**src/rtl/apb_master_bridge.sv**
```systemverilog
// APB4 initiator: turns a single valid/ready request into a SETUP/ACCESS transfer
// and returns the result on a valid/ready response channel, with optional PREADY timeout.
module apb_master_bridge #(
    parameter int ADDR_W  = 32,
    parameter int DATA_W  = 32,
    parameter int TIMEOUT = 256
) (
    input  logic                clk,
    input  logic                rstn,
    input  logic                req_valid,
    output logic                req_ready,
    input  logic [ADDR_W-1:0]   req_addr,
    input  logic                req_write,
    input  logic [DATA_W-1:0]   req_wdata,
    input  logic [DATA_W/8-1:0] req_wstrb,
    input  logic [2:0]          req_prot,
    output logic                rsp_valid,
    input  logic                rsp_ready,
    output logic [DATA_W-1:0]   rsp_rdata,
    output logic                rsp_err,
    output logic                psel,
    output logic                penable,
    output logic [ADDR_W-1:0]   paddr,
    output logic                pwrite,
    output logic [DATA_W/8-1:0] pstrb,
    output logic [2:0]          pprot,
    output logic [DATA_W-1:0]   pwdata,
    input  logic [DATA_W-1:0]   prdata,
    input  logic                pready,
    input  logic                pslverr
);

    localparam int STRB_W = DATA_W / 8;
    localparam int CNT_W  = (TIMEOUT > 1) ? $clog2(TIMEOUT + 1) : 1;
    localparam logic [CNT_W-1:0] TO_LAST = CNT_W'((TIMEOUT > 0) ? TIMEOUT - 1 : 0);

    typedef enum logic [1:0] {IDLE, SETUP, ACCESS, RESP} state_t;

    state_t              state_q, state_d;
    logic [ADDR_W-1:0]   addr_q, addr_d;
    logic                write_q, write_d;
    logic [STRB_W-1:0]   strb_q, strb_d;
    logic [2:0]          prot_q, prot_d;
    logic [DATA_W-1:0]   wdata_q, wdata_d;
    logic [DATA_W-1:0]   rdata_q, rdata_d;
    logic                err_q, err_d;
    logic [CNT_W-1:0]    cnt_q, cnt_d;

    always_ff @(posedge clk or negedge rstn) begin
        if (!rstn) begin
            state_q <= IDLE;
            addr_q  <= '0;
            write_q <= 1'b0;
            strb_q  <= '0;
            prot_q  <= '0;
            wdata_q <= '0;
            rdata_q <= '0;
            err_q   <= 1'b0;
            cnt_q   <= '0;
        end else begin
            state_q <= state_d;
            addr_q  <= addr_d;
            write_q <= write_d;
            strb_q  <= strb_d;
            prot_q  <= prot_d;
            wdata_q <= wdata_d;
            rdata_q <= rdata_d;
            err_q   <= err_d;
            cnt_q   <= cnt_d;
        end
    end

    always_comb begin
        state_d = state_q;
        addr_d  = addr_q;
        write_d = write_q;
        strb_d  = strb_q;
        prot_d  = prot_q;
        wdata_d = wdata_q;
        rdata_d = rdata_q;
        err_d   = err_q;
        cnt_d   = cnt_q;
        case (state_q)
            IDLE: begin
                if (req_valid) begin
                    addr_d  = req_addr;
                    write_d = req_write;
                    wdata_d = req_wdata;
                    prot_d  = req_prot;
                    strb_d  = req_write ? req_wstrb : '0;
                    cnt_d   = '0;
                    state_d = SETUP;
                end
            end
            SETUP: begin
                cnt_d   = '0;
                state_d = ACCESS;
            end
            ACCESS: begin
                // A late PREADY on the final timeout cycle still completes normally.
                if (pready) begin
                    rdata_d = (write_q || pslverr) ? '0 : prdata;
                    err_d   = pslverr;
                    state_d = RESP;
                end else if ((TIMEOUT != 0) && (cnt_q == TO_LAST)) begin
                    rdata_d = '0;
                    err_d   = 1'b1;
                    state_d = RESP;
                end else if (cnt_q != '1) begin
                    cnt_d = cnt_q + 1'b1;
                end
            end
            RESP: begin
                if (rsp_ready) begin
                    rdata_d = '0;
                    err_d   = 1'b0;
                    state_d = IDLE;
                end
            end
            default: state_d = IDLE;
        endcase
    end

    assign req_ready = (state_q == IDLE);
    assign rsp_valid = (state_q == RESP);
    assign psel      = (state_q == SETUP) || (state_q == ACCESS);
    assign penable   = (state_q == ACCESS);
    assign paddr     = addr_q;
    assign pwrite    = write_q;
    assign pstrb     = strb_q;
    assign pprot     = prot_q;
    assign pwdata    = wdata_q;
    assign rsp_rdata = rdata_q;
    assign rsp_err   = err_q;

endmodule

```
**config.mk**
```make
export PLATFORM = sky130hd
export DESIGN_NAME = apb_master_bridge
export DESIGN_NICKNAME = d
export VERILOG_FILES = /design/src/rtl/apb_master_bridge.sv
export SDC_FILE = /design/constraint.sdc
export NUM_CORES = 1
export LEC_CHECK = 0
export BUFFER_PORTS_ARGS = -buffer_cell sky130_fd_sc_hd__buf_2
export CORE_ASPECT_RATIO = 0.5
export CORE_MARGIN = 8
export CORE_UTILIZATION = 47
export DETAILED_ROUTE_END_ITERATION = 12
export PLACE_DENSITY = 0.8
export SYNTH_ARGS = -nofsm -noshare
export SYNTH_HDL_FRONTEND = slang
export SYNTH_SLANG_ARGS = --single-unit
```
**constraint.sdc**
```tcl
create_clock -name clk -period 2.58 [get_ports clk]
set_clock_uncertainty 0.1 [all_clocks]
set_input_delay 0.129 -clock clk [delete_from_list [all_inputs] [get_ports clk]]
set_output_delay 0.129 -clock clk [all_outputs]
set_load 0.01 [all_outputs]
```
==> flow_metrics.py <==
metrics = {
    "synthesis": {
        "syn_nets": 500,
        "synth_common_cells": "dfrtp_1, nand2_1, mux2_2",
        "syn_area_per_cell_um2": 12.4,
        "yosys.area.top_type": "dfrtp_1",
        "ys_seq_area_share_pct": 61.1,
        "synthFlopType": "dfrtp_1",
        "ys_async_sr_fraction_pct": 100,
        "postSynthCellCount": 383,
        "ys_seq_elements": 116,
        "synth_edf_count": 0,
        "yosysTopAreaCellShare_pct": 61.1,
        "synth_warnings": 0,
        "yosys-top-cells-area": "dfrtp_1, mux2_2, nand2_1",
        "yosysMostFrequentCell": "dfrtp_1",
        "syn_area_mm2": 0.00475,
        "ys_types": 35,
    },
    "clocking": {
        "cts_buffers": 17,
        "cts_sinks": 116,
        "clk_latency_ps": 410,
        "clk_root_buffer_cell": "clkbuf_16",
        "cts_buffer_depth": 2,
        "cts_tree": "built",
        "htree_levels": 4,
        "postCtsResizedCells": 0,
        "path_clk_slew_ps": 50,
    },
    "sta": {
        "max_slew.worst_pin.slew_ps": 531,
        "fmax_ghz": 0.421,
        "max_slew_margin_pct": 64.6,
        "finalSetupViolations": 0,
        "hold_viol": 0,
        "fin_crit_ps": 2380,
        "finalCritPeriodShare_pct": 92.1,
        "rsz0062_at_grt": "no",
        "fin_tns_setup_ps": 0,
        "timing.hold.ws_ps": 50.5,
        "setup_ws_ps": 204,
        "report.final.slew_viol_count": 0,
    },
    "global_routing": {
        "grt-ovfl-total": 0,
        "grt_pass1_wl_um": 26100,
        "grt_use_total_pct": 24.8,
        "grt_pass1_vias": 4788,
        "antenna_found_initial": 0,
        "grt_max_degree": 64,
    },
    "power": {
        "seq_power_share_pct": 33.9,
        "internal_power_mw": 5.93,
        "power.leakage_nw": 3.96,
        "power.share.clock_pct": 28.5,
        "pwr-share-comb_pct": 37.5,
        "finalPower_mw": 9.10,
        "swShare_pct": 34.9,
        "irDropWorstVdd_uv": 776,
        "power.density_mw_per_mm2": 1180,
        "p_sw_mw": 3.17,
    },
    "floorplanning": {
        "die_h_um": 87.1,
        "rows": 26,
        "initial_core_util_pct": 47.4,
        "ioPinCount": 219,
        "coreArea_mm2": 0.0100,
        "design.die.area_mm2": 0.0138,
        "die_width_um": 158,
    },
    "detailed_routing": {
        "vias_per_cell": 5.18,
        "drt_iter0_markers": 342,
        "drt_pass1_iterations": 5,
        "vias": 4503,
        "drtAntennaViolNets": 0,
        "route.detailed.drc": 0,
        "drt-total-wl_um": 17200,
        "wl_per_cell_um": 19.7,
    },
    "setup_path": {
        "max_stage_delay_ps": 430,
        "worstPathCellList": "and2_1, nand3_1, nor2_1, ha_1, nor2_2, a211oi_4, buf_12, nand3_1, nand2_1",
        "regToRegSetupSlack_ps": 200,
        "crit_path_frequent_cell": "nand3_1",
        "r2r_end": "rsp_rdata[24]",
        "crit_type": "reg2reg",
        "crit_required_ps": 2810,
        "slowest_stage": "a211oi_4",
        "start_kind": "flip-flop",
        "end_kind": "flip-flop",
        "r2r_cells": 9,
        "rr_startpoint": "cnt_q[3]",
        "crit_path_start": "cnt_q[3]",
        "cp.arrival_ps": 2610,
        "crit_end": "rsp_rdata[24]",
        "crit_fanout": 27,
    },
    "layout": {
        "stdcell_area_mm2": 0.00774,
        "drive_above_1_share_pct": 45.4,
        "syn2layout_area_growth_pct": 62.8,
        "fin_cells": 870,
        "final_util_pct": 77.2,
        "fin_nets": 832,
    },
    "placement": {
        "place_area_mm2": 0.00598,
        "gp_congestion": 0.783,
        "dp_hpwl_um": 9620,
        "place_ws_ps": 300,
        "dp.cells": 727,
        "port_buffers": 218,
    },
    "run": {
        "maxCapViolCount": 0,
    },
    "outcome": {
        "outcome": "finished, final reports clean",
    },
    "worst_hold_path": {
        "min_path_type": "in2reg",
    },
}
## timing repair
action,CTS,global route
hold endpoints to repair,136,0
setup buffers,0,0
hold buffers,109,0
endpoints found under the setup margin,0,0
## kinds of logic after synthesis
group	share of synthesized area (%)
buffers and inverters	3.40
muxes	16.3
and+or+nand+nor	13.4
DFF	61.1
adders and majority gates	1.84
AOI/OAI and AO/OA	3.97
## placed cells by master (no fill, tap or decap), types with 3 or more instances in the layout
cell type / synthesis / final
clkbuf_16: 0 / 17
or3_1: 3 / 3
bufinv_16: 0 / 4
nor2_1: 3 / 3
nand3_1: 36 / 36
buf_4: 0 / 4
mux2_2: 69 / 69
diode_2: 0 / 3
dfrtp_1: 116 / 116
dlygate4sd3_1: 0 / 109
buf_12: 0 / 3
ha_1: 7 / 7
inv_1: 7 / 7
clkbuf_8: 0 / 6
buf_2: 12 / 217
o21ai_0: 13 / 13
nand2_1: 79 / 78
## routing by layer
layer | global-route usage [%] | routed length, um | vias to the layer above
met5 | 0 | 0 | -
met4 | 14.4 | 806 | 0
met3 | 5.79 | 1010 | 64
met2 | 45.2 | 9230 | 220
met1 | 26.2 | 6120 | 2239
li1 | - | - | 1980
## critical path, delay by kind of cell, from the launching register on
| kind | cells | cell delay [ps] |
|---|---|---|
| compound gates | 1 | 430 |
| fa+ha+maj | 1 | 300 |
| buf+inv | 1 | 230 |
| flops | 1 | 420 |
| simple gates | 6 | 820 |
## registers in the layout, indices dropped and copies added, names as in the netlist
| register | count |
|---|---|
| pstrb | 4 |
| rsp_err | 1 |
| cnt_q | 9 |
| pwrite | 1 |
| paddr | 32 |
| rsp_rdata | 32 |
| pprot | 3 |
| state_q | 2 |
| pwdata | 32 |
## power by group through the flow
stage / clock network (mW) / registers [mW] / logic, mW
floorplan: 0 / 3.39 / 1.50
global placement: 0 / 2.98 / 3.10
detailed placement: 0 / 3.04 / 3.19
CTS: 2.59 / 3.02 / 3.34
global route: 2.72 / 3.16 / 3.64
finish: 2.60 / 3.08 / 3.41
## worst min-delay path by stage
stage | startpoint | end | slack [ps] | cells after the start
finish | pslverr | rsp_err | 50 | 3
global route | pslverr | rsp_err | 50 | 3
CTS | pslverr | rsp_err | 30 | 3
detailed placement | rstn | cnt_q[0] | 10 | 1
global placement | rstn | cnt_q[1] | 7 | 1
floorplan | rstn | cnt_q[0] | -270 | 0
## area by class of cell
| cell class | instances | area [um^2] |
|---|---|---|
| diodes | 3 | 7.51 |
| flip-flops and latches | 116 | 2900 |
| fillers | 571 | 2280 |
| well taps | 140 | 175 |
| repair buffers | 333 | 2270 |
| multi-input cells | 240 | 1700 |
| clock buffers | 24 | 512 |
| inverters | 7 | 26.3 |
| clock inverters | 7 | 143 |
No activity file was read; power rests on OpenSTA's default activity.
